File: src/rtl/zeroheti_obi_apb_bridge.sv
// OBI subordinate to multi-port APB4 manager bridge.
//
// Accepts one OBI transaction at a time and forwards it to one of NumApbSbr APB4 subordinates.
// The subordinate is picked by a built-in address decoder over a contiguous window of
// NumApbSbr * SbrSpan bytes starting at BaseAddr. An access outside the window gets an error
// response and never touches the APB side. An access that waits more than TimeoutCycles
// ACCESS cycles is aborted with an error. TimeoutCycles = 0 disables the timeout.
//
// Ports:
//   clk_i, rst_ni      clock, asynchronous active-low reset
//   obi_req_i/gnt_o    OBI request handshake (gnt only while idle)
//   obi_addr_i/we_i/be_i/wdata_i   OBI request payload
//   obi_rvalid_o/rdata_o/err_o     OBI response, rvalid is a single-cycle pulse
//   paddr_o, psel_o (one-hot), penable_o, pwrite_o, pstrb_o, pwdata_o   APB4 request
//   prdata_i, pready_i, pslverr_i  per-subordinate APB4 response; unselected ones are ignored
module zeroheti_obi_apb_bridge #(
    parameter int unsigned          AddrWidth     = 32,
    parameter int unsigned          NumApbSbr     = 4,
    parameter logic [AddrWidth-1:0] BaseAddr      = 32'h0003_0000,
    parameter logic [AddrWidth-1:0] SbrSpan       = 32'h0000_0100,
    parameter int unsigned          TimeoutCycles = 255
) (
    input  logic                       clk_i,
    input  logic                       rst_ni,
    // OBI subordinate port
    input  logic                       obi_req_i,
    output logic                       obi_gnt_o,
    input  logic [AddrWidth-1:0]       obi_addr_i,
    input  logic                       obi_we_i,
    input  logic [3:0]                 obi_be_i,
    input  logic [31:0]                obi_wdata_i,
    output logic                       obi_rvalid_o,
    output logic [31:0]                obi_rdata_o,
    output logic                       obi_err_o,
    // APB4 manager port
    output logic [AddrWidth-1:0]       paddr_o,
    output logic [NumApbSbr-1:0]       psel_o,
    output logic                       penable_o,
    output logic                       pwrite_o,
    output logic [3:0]                 pstrb_o,
    output logic [31:0]                pwdata_o,
    input  logic [NumApbSbr-1:0][31:0] prdata_i,
    input  logic [NumApbSbr-1:0]       pready_i,
    input  logic [NumApbSbr-1:0]       pslverr_i
);

    localparam int unsigned IdxW     = (NumApbSbr > 1) ? $clog2(NumApbSbr) : 1;
    localparam int unsigned SpanLog2 = $clog2(SbrSpan);
    localparam int unsigned CntW     = (TimeoutCycles > 1) ? $clog2(TimeoutCycles) : 1;

    // Window bounds carry one extra bit so a window ending at the top of the address space
    // does not wrap.
    localparam logic [AddrWidth:0] WinLo = {1'b0, BaseAddr};
    localparam logic [AddrWidth:0] WinHi = WinLo + (AddrWidth + 1)'(NumApbSbr) * {1'b0, SbrSpan};
    localparam logic [CntW-1:0]    CntLast = CntW'(TimeoutCycles - 1);

    typedef enum logic [1:0] {
        StIdle,
        StSetup,
        StAccess,
        StResp
    } state_e;

    state_e                 state_q, state_d;
    logic [AddrWidth-1:0]   addr_q, addr_d;
    logic                   we_q, we_d;
    logic [3:0]             be_q, be_d;
    logic [31:0]            wdata_q, wdata_d;
    logic [IdxW-1:0]        idx_q, idx_d;
    logic [31:0]            rdata_q, rdata_d;
    logic                   err_q, err_d;
    logic [CntW-1:0]        cnt_q, cnt_d;

    logic                   req_hit;
    logic [IdxW-1:0]        req_idx;
    logic [AddrWidth:0]     addr_ext;

    assign addr_ext = {1'b0, obi_addr_i};
    assign req_hit  = (addr_ext >= WinLo) && (addr_ext < WinHi);
    assign req_idx  = IdxW'((obi_addr_i - BaseAddr) >> SpanLog2);

    assign obi_gnt_o = obi_req_i && (state_q == StIdle);

    always_comb begin
        state_d = state_q;
        addr_d  = addr_q;
        we_d    = we_q;
        be_d    = be_q;
        wdata_d = wdata_q;
        idx_d   = idx_q;
        rdata_d = rdata_q;
        err_d   = err_q;
        cnt_d   = cnt_q;

        unique case (state_q)
            StIdle: begin
                if (obi_gnt_o) begin
                    if (req_hit) begin
                        // Request fields are only captured on a hit so that a decode miss
                        // leaves every APB output untouched.
                        addr_d  = obi_addr_i;
                        we_d    = obi_we_i;
                        be_d    = obi_be_i;
                        wdata_d = obi_wdata_i;
                        idx_d   = req_idx;
                        state_d = StSetup;
                    end else begin
                        rdata_d = '0;
                        err_d   = 1'b1;
                        state_d = StResp;
                    end
                end
            end
            StSetup: begin
                state_d = StAccess;
            end
            StAccess: begin
                if (pready_i[idx_q]) begin
                    rdata_d = we_q ? 32'h0 : prdata_i[idx_q];
                    err_d   = pslverr_i[idx_q];
                    state_d = StResp;
                end else if ((TimeoutCycles != 0) && (cnt_q == CntLast)) begin
                    rdata_d = '0;
                    err_d   = 1'b1;
                    state_d = StResp;
                end else begin
                    cnt_d = cnt_q + 1'b1;
                end
            end
            StResp: begin
                // Response registers clear so the OBI outputs read 0 outside the rvalid pulse.
                cnt_d   = '0;
                rdata_d = '0;
                err_d   = 1'b0;
                state_d = StIdle;
            end
            default: begin
                state_d = StIdle;
            end
        endcase
    end

    always_ff @(posedge clk_i or negedge rst_ni) begin
        if (!rst_ni) begin
            state_q <= StIdle;
            addr_q  <= '0;
            we_q    <= 1'b0;
            be_q    <= '0;
            wdata_q <= '0;
            idx_q   <= '0;
            rdata_q <= '0;
            err_q   <= 1'b0;
            cnt_q   <= '0;
        end else begin
            state_q <= state_d;
            addr_q  <= addr_d;
            we_q    <= we_d;
            be_q    <= be_d;
            wdata_q <= wdata_d;
            idx_q   <= idx_d;
            rdata_q <= rdata_d;
            err_q   <= err_d;
            cnt_q   <= cnt_d;
        end
    end

    always_comb begin
        psel_o = '0;
        if ((state_q == StSetup) || (state_q == StAccess)) begin
            psel_o[idx_q] = 1'b1;
        end
    end

    assign penable_o    = (state_q == StAccess);
    assign paddr_o      = addr_q;
    assign pwrite_o     = we_q;
    assign pstrb_o      = we_q ? be_q : 4'h0;
    assign pwdata_o     = wdata_q;

    assign obi_rvalid_o = (state_q == StResp);
    assign obi_rdata_o  = rdata_q;
    assign obi_err_o    = err_q;

endmodule

File: config.mk
export PLATFORM = sky130hd
export DESIGN_NAME = zeroheti_obi_apb_bridge
export DESIGN_NICKNAME = d
export VERILOG_FILES = /design/src/rtl/zeroheti_obi_apb_bridge.sv
export SDC_FILE = /design/constraint.sdc
export NUM_CORES = 1
export LEC_CHECK = 0
export ABC_AREA = 1
export BUFFER_PORTS_ARGS = -buffer_cell sky130_fd_sc_hd__buf_4
export CAP_MARGIN = 20
export CELL_PAD_IN_SITES_DETAIL_PLACEMENT = 1
export CELL_PAD_IN_SITES_GLOBAL_PLACEMENT = 2
export CORE_ASPECT_RATIO = 1.75
export CORE_UTILIZATION = 21
export CTS_CLUSTER_DIAMETER = 100
export CTS_CLUSTER_SIZE = 10
export DETAILED_ROUTE_END_ITERATION = 6
export GPL_TIMING_DRIVEN = 0
export PLACE_DENSITY = 0.82
export SYNTH_ARGS = -nofsm -noshare
export SYNTH_HDL_FRONTEND = slang
export SYNTH_SLANG_ARGS = --single-unit
File: constraint.sdc
create_clock -name clk_i -period 1.5 [get_ports clk_i]
set_input_delay 0.075 -clock clk_i [delete_from_list [all_inputs] [get_ports clk_i]]
set_output_delay 0.075 -clock clk_i [all_outputs]
set_load 0.02 [all_outputs]
Yosys cells after proc, flatten, opt, wreduce, memory -nomap -nowiden
Index checks and enable logic that the tools add are counted.
Storage, ports and cells
  flip-flop bits (word level): 114
  output and inout bits: 109
  logic and storage cells: 64
Cells by class
  eq/ne operators: 9
  add/subtract/negate cells: 2
  reductions and logical operators: 11
  mux-type cells: 29
  order comparisons: 4
Operator list (count)
  $mux W32: 6
  $pmux W32 S3: 1
  $bmux W32 S2: 1
  $ge A32 B18 Y1 const B: 1
  $lt A32 B18 Y1 const B: 1
  $mux W8: 2
  $pmux W8 S2: 1
  $sub A10 B1 Y10 const B: 1
  $add A8 B1 Y8 const B: 1
  $eq A8 B8 Y1 const B: 1
  $mux W2: 4
  $mux W4: 2
  $ne A2 B2 Y1 const B: 4
  $pmux W2 S4: 1
  $mux W1: 7
  $reduce_and A3 Y1: 2
  $bmux W1 S2: 2
  $eq A2 B2 Y1 const B: 2
  $reduce_and A4 Y1: 1
  $logic_and A1 B1 Y1: 3
  $lt A2 B3 Y1 const B: 1
  $ne A3 B1 Y1 const B: 1
  $pmux W1 S3: 1
  $reduce_bool A3 Y1: 1
  other kinds (7): 7

Longest topological paths before layout
Gate-level depths: netlist of run 1.
  depth in word-level cells: 5
  depth in mapped cells: 12
  gate-level depth less buffers: 11

Worst setup path before layout of run 1
OpenSTA, ideal clock, no wires.
  path type: register to register
  start point: register state_q[0]
  end point: register cnt_q[3]
  stages on the path, launching flop included: 11
  required time: 1381 ps
  data arrival time: 1515 ps
  path buffers: 1
  setup slack: -134 ps
  path through: dfrtp_1 > inv_1 > ha_1 > inv_1 > a21oi_1 > nand2_2 > nand2_1 > buf_4 > nand3_1 > nand2_1 > nor2_1
On the way
  word-level cells in the longest chain between the ends: 3
  elaborated cells between the ends (all ways): 7
Ends and longest elaborated chain
  from (decl): line 64  | state_e state_q, state_d;
  from (signal assigned): line 145  | state_q <= StIdle;
  from (signal assigned): line 155  | state_q <= state_d;
  $eq A2 B2 Y1 *
  named net penable_o: line 38  | output logic penable_o,
  $ne A2 B2 Y1 (no line) or $reduce_bool A2 Y1 (tied branches)
  $reduce_and A3 Y1 (no line)
  to (signal assigned): line 163  | cnt_q <= cnt_d;
  to (decl): line 72  | logic [CntW-1:0] cnt_q, cnt_d;
Mark *: on every way through the listed nets, which the timed path passes. The rest lies on a longest branch.
A chain may end at the register's enable or synchronous reset.

Final worst setup path of run 1
  start point: register state_q[1]
  end point: register rdata_q[18], in the netlist obi_rdata_o[18]
On the way
  word-level cells in the longest chain between the ends: 4
  elaborated cells between the ends (all ways): 10
Ends and longest elaborated chain
  $logic_not A2 Y1: line 82, 95
  $logic_and A1 B1 Y1: line 82  | assign obi_gnt_o = obi_req_i && (state_q == StIdle);
  $ne A2 B2 Y1 (no line)
  $reduce_and A4 Y1 (no line)
  to (signal assigned): line 161  | rdata_q <= rdata_d;
  to (decl): line 70  | logic [31:0] rdata_q, rdata_d;
Several ways; a longest one is shown, not always the timed one.

==> flow_summary.ini, run 1 <==
[sta]
max-slew-margin-rel = 0.640
max_freq_mhz = 562
period_minus_slack_ns = 1.78
finalSetupTns_ns = -11.03
rsz0062_at_grt = true
fin_crit_sh = 1.19
finalMaxSlewViolations = 0
fin_ws_ns = -0.279
finalHoldWorstSlack_ns = 0.142
finalSetupViolCount = 97
skew_ns = 0.0146
tightest_slew_ns = 0.541
hold_viol_final = 0

[setup_path]
crit_path_max_incr_delay_ns = 0.43
end_kind = flop
reg2reg_depth = 10
worst_setup_path_start_kind = flop
critPathRequiredTime_ns = 1.76
cp_slowest_cell = dfrtp_2
criticalPathCategory = flop to flop
cp_max_fo = 8
worstPathCellList = inv_2, ha_4, inv_4, nor2_4, buf_4, nor2_4, nand3_4, clkbuf_16, nand2_2, nand2_1
path_common_cell = nor2_4
critPathArrivalTime_ns = 2.04

[power]
netSwitchingFraction = 0.364
power_leakage_uw = 0.00576
comb_power_share = 0.466
p_int_uw = 6840
peakVddDrop_uv = 693
p_seq_frac = 0.297
clkPwrFrac = 0.237
cellPowerDensity_nw_per_um2 = 987
switchingPower_uw = 3910

[cells_and_area]
diodes = 0
final_cells = 1620
design_area_sq_um = 10900
nNetsFinal = 1460
syn_to_final_growth_pct = 84.9
drive_gt1_frac = 0.463

[outcome]
violations = setup timing
status = finished, violations left

[route]
wirelength_um = 27400
drt_first_pass_iters = 4
drc = 0
final_antenna_net_count = 0
wl_per_cell_um = 16.9
vias_per_cell = 4.28
vias = 6937
dr.first_iter.drc_count = 117

[synth]
avgSynthCellArea_sq_um = 7.26
yosysWarnings = 0
netlist_top_cells_count = nand2_1, dfrtp_1, nor2_1
synth_edf_count = 0
synthesis.nets = 1025
ys_top_cells_by_area = dfrtp_1, nand2_1, nor2_1, nand4_1, o21ai_0
yosysUniqueCellTypes = 26
synth_top_area_cell = dfrtp_1
ys_seq_elements = 112
yosysTopAreaCellShare = 0.476
synth_most_common_cell = nand2_1
synth_area_sq_um = 5890
ys.flop_type = dfrtp_1
async_flop_share = 1.00
seq_area_frac_synth = 0.476
synthCells = 811

[clock_network]
cts.sinks = 112
insertion_delay_ns = 0.38
cts_buffer_depth = 2
clk_pin_slew_ns = 0.09
numCtsBuffers = 9
tritoncts = built
root_buffer = clkbuf_16
htree_levels = 3

[min_path]
hold_class = input port to flop
whs_path_depth = 7

[placed_design]
post-place-ws_ns = -0.459
port_buffers = 316
gp_congestion = 0.813
dpl_cell_area_sq_um = 8780
dp.cells = 1497
dpl.hpwl_um = 19800

[global_route]
grt_usage = 0.183
antenna_found_initial = 0
grt_pass1_vias = 7427
grt_max_degree = 87
grt_first_pass_wirelength_um = 40100
grt_overflow = 0

[floorplan]
die_y_um = 223
num_io_pins = 317
fp.dieArea_sq_um = 28700
dieWidth_um = 129
initial_core_util = 0.215
core_sq_um = 27400
rows = 80

[job]
drv_cap = 0
power groups by stage:
stage | clock network, uW | registers, uW | logic (uW)
CTS | 2670 | 3190 | 4040
finish | 2540 | 3190 | 5010
detailed placement | 0 | 3240 | 2870
floorplan | 0 | 3240 | 1630
global placement | 0 | 3240 | 2830
global route | 2750 | 3200 | 5380
worst max-delay path: cells and delay by family (launching register included):
| family | cells | cell delay [ns] |
|---|---|---|
| adders and majority gates | 1 | 0.20 |
| buffers and inverters | 4 | 0.54 |
| DFF | 1 | 0.43 |
| and+or+nand+nor | 5 | 0.48 |
stage by stage:
step | util | total power (uW)
2_1_floorplan | - | 4870
3_3_place_gp | 0.319 | 6070
3_5_place_dp | 0.320 | 6110
4_1_cts | 0.364 | 9890
5_1_grt | 0.397 | 11300
6_report | 0.397 | 10700
worst paths after layout:
| kind | startpoint | slack (ns) | to |
|---|---|---|---|
| worst max-delay path | state_q[1] | -0.28 | obi_rdata_o[18] |
| worst min register to register | be_q[1] | 0.49 | be_q[1] |
| min in group asynchronous | rst_ni | 0.15 | pwdata_o[30] |
| worst min-delay path | prdata_i[86] | 0.14 | obi_rdata_o[22] |
| worst max register to register | state_q[1] | -0.28 | obi_rdata_o[18] |
| max in group asynchronous | rst_ni | 0.60 | obi_rdata_o[18] |
registers in the layout (all words and copies together) (netlist names):
name	flops
cnt_q	8
obi_rdata_o	32
state_q	2
be_q	4
pwdata_o	32
paddr_o	32
obi_err_o	1
pwrite_o	1
routing by layer:
metal  global-route usage  vias to the layer above  part of all wire
met5                    0                        -                 0
met4               0.0672                        0             0.027
met3               0.0432                       39             0.058
met2                0.359                      217              0.57
met1                0.182                     3290              0.35
li1                     -                     3391                 -
cells by family (layout without fill, tap and decap cells):
family	after synthesis	in the layout	share of synthesized area
flip-flops	112	112	0.476
AO/OA/AOI/OAI	57	57	0.0487
XOR/XNOR	3	3	0.00446
AND/OR/NAND/NOR	546	548	0.382
buffers and inverters	87	525	0.0765
adder cells (fa/ha/maj)	6	6	0.0128
cell usage in the layout, fill, tap and decap left out, types with 7 or more instances in the layout:
| cell type | synthesis | final |
|---|---|---|
| buf_4 | 5 | 352 |
| buf_8 | 0 | 14 |
| dfrtp_1 | 112 | 109 |
| clkbuf_16 | 0 | 15 |
| nand2_1 | 402 | 319 |
| nand3_1 | 14 | 8 |
| o21ai_1 | 21 | 33 |
| inv_1 | 42 | 35 |
| nand3_2 | 1 | 7 |
| dlygate4sd3_1 | 0 | 48 |
| o21ai_0 | 32 | 15 |
| nor2_1 | 78 | 56 |
| buf_6 | 12 | 21 |
| nand4_1 | 36 | 36 |
| nor2_2 | 3 | 17 |
| nand2_4 | 0 | 13 |
| nand2_2 | 1 | 71 |
| nor2_4 | 2 | 11 |
what timing repair did:
action | CTS | global route
resized for setup | 72 | 189
cloned | 4 | 12
endpoints found under the setup margin | 115 | 115
hold buffers | 48 | 0
hold endpoints to repair | 114 | 0
pin swaps | 10 | 32
buffers inserted | 20 | 25
final cells by class:
cell class / instances / area, sq um
fill: 3302 / 16500
timing repair buffer: 423 / 3590
multi-input combinational: 614 / 3140
sequential: 112 / 2810
tap: 369 / 462
buffer: 42 / 395
clock buffer: 9 / 225
inverter: 44 / 193
clock inverter: 7 / 78.8
No activity file was read; power rests on OpenSTA's default activity.
==> inputs of run 2 (changes only) <==
--- a/config.mk
+++ b/config.mk
@@ -11,12 +11,13 @@
 export CELL_PAD_IN_SITES_DETAIL_PLACEMENT = 1
 export CELL_PAD_IN_SITES_GLOBAL_PLACEMENT = 2
 export CORE_ASPECT_RATIO = 1.75
-export CORE_UTILIZATION = 21
+export CORE_UTILIZATION = 25
+export CTS_BUF_LIST = sky130_fd_sc_hd__clkbuf_16
 export CTS_CLUSTER_DIAMETER = 100
 export CTS_CLUSTER_SIZE = 10
 export DETAILED_ROUTE_END_ITERATION = 6
 export GPL_TIMING_DRIVEN = 0
-export PLACE_DENSITY = 0.82
+export PLACE_DENSITY = 0.91
 export SYNTH_ARGS = -nofsm -noshare
 export SYNTH_HDL_FRONTEND = slang
 export SYNTH_SLANG_ARGS = --single-unit
==> constraint.sdc (replaced) <==
create_clock -name clk_i -period 2.3 [get_ports clk_i]
set_input_delay 0.115 -clock clk_i [delete_from_list [all_inputs] [get_ports clk_i]]
set_output_delay 0.115 -clock clk_i [all_outputs]
set_load 0.02 [all_outputs]
==> run 2 against run 1 <==
The run now ends clean. Final area fell by 13%. Combinational power fell by 63%. Cell count fell by 8.0%. Total power down 48%. Via count shrank 3.1%. Highest routed layer unchanged.
==> flow_summary.ini, run 2 (synthesis results as in run 1) <==
[power]
cellPowerDensity_nw_per_um2 = 591
power_leakage_uw = 0.00517
peakVddDrop_uv = 486
p_total_uw = 5590

[cells_and_area]
layout_commonest_cell = nand2_1
final_cells = 1491
final_cell_mix = nand2_1, buf_4, dfrtp_1, nor2_1, dlygate4sd3_1
drive_gt1_frac = 0.317
diodes = 0
nNetsFinal = 1400
syn_to_final_growth_pct = 60.7

[floorplan]
num_io_pins = 317
die_y_um = 205
rows = 73
initial_core_util = 0.257
dieWidth_um = 118
fp.dieArea_sq_um = 24200
core_sq_um = 22900

[setup_path]
cp_max_fo = 19
criticalPathCategory = flop to flop
critPathRequiredTime_ns = 2.60
reg2reg_depth = 6
worst_setup_path_start_kind = flop
crit-reg2reg-capture = pwdata_o[13]
end_kind = flop
rrSetupSlack_ns = 0.37
reg2reg_from = state_q[1]
worstPathCellList = inv_1, ha_1, nand2_2, clkbuf_1, o21ai_0, nand2_1
crit_path_max_incr_delay_ns = 0.47
critPathArrivalTime_ns = 2.23
cp_slowest_cell = clkbuf_1

[sta]
skew_ns = 0.00871
max_freq_mhz = 519
tightest_slew_ns = 0.526
finalMaxSlewViolations = 0
fin_ws_ns = 0.371
rsz0062_at_grt = false
finalSetupTns_ns = 0
max-slew-margin-rel = 0.649
hold_viol_final = 0
period_minus_slack_ns = 1.93
finalSetupViolCount = 0
fin_crit_sh = 0.839

[placed_design]
gp_congestion = 0.847
dpl.hpwl_um = 19300
post-place-ws_ns = 0.389
port_buffers = 316
dp.cells = 1428

[min_path]
hold_class = input port to flop
hp-start = obi_req_i
whs_path_depth = 4
whs_endpoint = state_q[1]

[global_route]
grt_usage = 0.213
grt_overflow = 0
grt_pass1_vias = 7343
grt_max_degree = 66
grt_first_pass_wirelength_um = 39900
antenna_found_initial = 0

[route]
vias_per_cell = 4.51
wirelength_um = 25000
drt_first_pass_iters = 4
wl_per_cell_um = 16.7
drc = 0
final_antenna_net_count = 0
vias = 6721
dr.first_iter.drc_count = 203

[clock_network]
htree_levels = 3
root_buffer = clkbuf_16
postCtsSetupBuffers = 0
cts.sinks = 112
numCtsBuffers = 9
cts_buffer_depth = 2
clk_pin_slew_ns = 0.08
insertion_delay_ns = 0.36
tritoncts = built

[job]
drv_cap = 0

[outcome]
status = completed
-- run 2: worst max path at each step --
stage	to	slack, ns	depth (start not counted)	startpoint
CTS	obi_gnt_o	0.15	6	state_q[1]
global route	pwdata_o[13]	0.16	6	state_q[1]
global placement	obi_rdata_o[31]	0.38	10	paddr_o[8]
floorplan	cnt_q[3]	0.67	10	state_q[0]
finish	pwdata_o[13]	0.37	6	state_q[1]
detailed placement	obi_rdata_o[31]	0.39	10	paddr_o[8]
-- run 2: layout make-up --
class / count / area [sq um]
Tap cell: 300 / 375
Fill cell: 2854 / 13500
Inverter: 44 / 165
Clock inverter: 7 / 87.6
Multi-Input combinational cell: 612 / 2640
Timing Repair Buffer: 365 / 2880
Sequential cell: 112 / 2800
Clock buffer: 9 / 225
Buffer: 42 / 282
-- run 2: repair_timing --
action	in CTS	in global routing
endpoints found under the setup margin	1	1
gates resized for setup	1	0
hold endpoints to repair	94	0
hold buffers	48	0
-- run 2: report_power, final --
part	total (uW)	leakage [uW]	switching [uW]	internal [uW]
clock network	1660	0.000145	799	865
registers	2070	0.00144	49.4	2020
logic	1850	0.00359	1100	755
total	5590	0.00517	1950	3640
-- run 2: through the flow --
step | util | cell area (sq um) | hold slack (ns)
2_1_floorplan | - | 5890 | -0.181
6_report | 0.413 | 9460 | 0.183
4_1_cts | 0.413 | 9460 | 0.173
3_5_place_dp | 0.378 | 8670 | 0.113
3_3_place_gp | 0.377 | 8630 | 0.315
5_1_grt | 0.413 | 9460 | 0.229
-- run 2: metal layers --
metal  share of wire  GRT usage
met3           0.058     0.0448
met4           0.031     0.0833
met5               0          0
met1            0.37      0.222
met2            0.54      0.409
-- run 2: worst max-delay path: cells and delay by family, from the launching register on --
kind,cells,cell delay (ns)
adder cells (fa/ha/maj),1,0.24
AND/OR/NAND/NOR,2,0.46
AO/OA/AOI/OAI,1,0.21
buffers and inverters,2,0.55
flip-flops,1,0.39
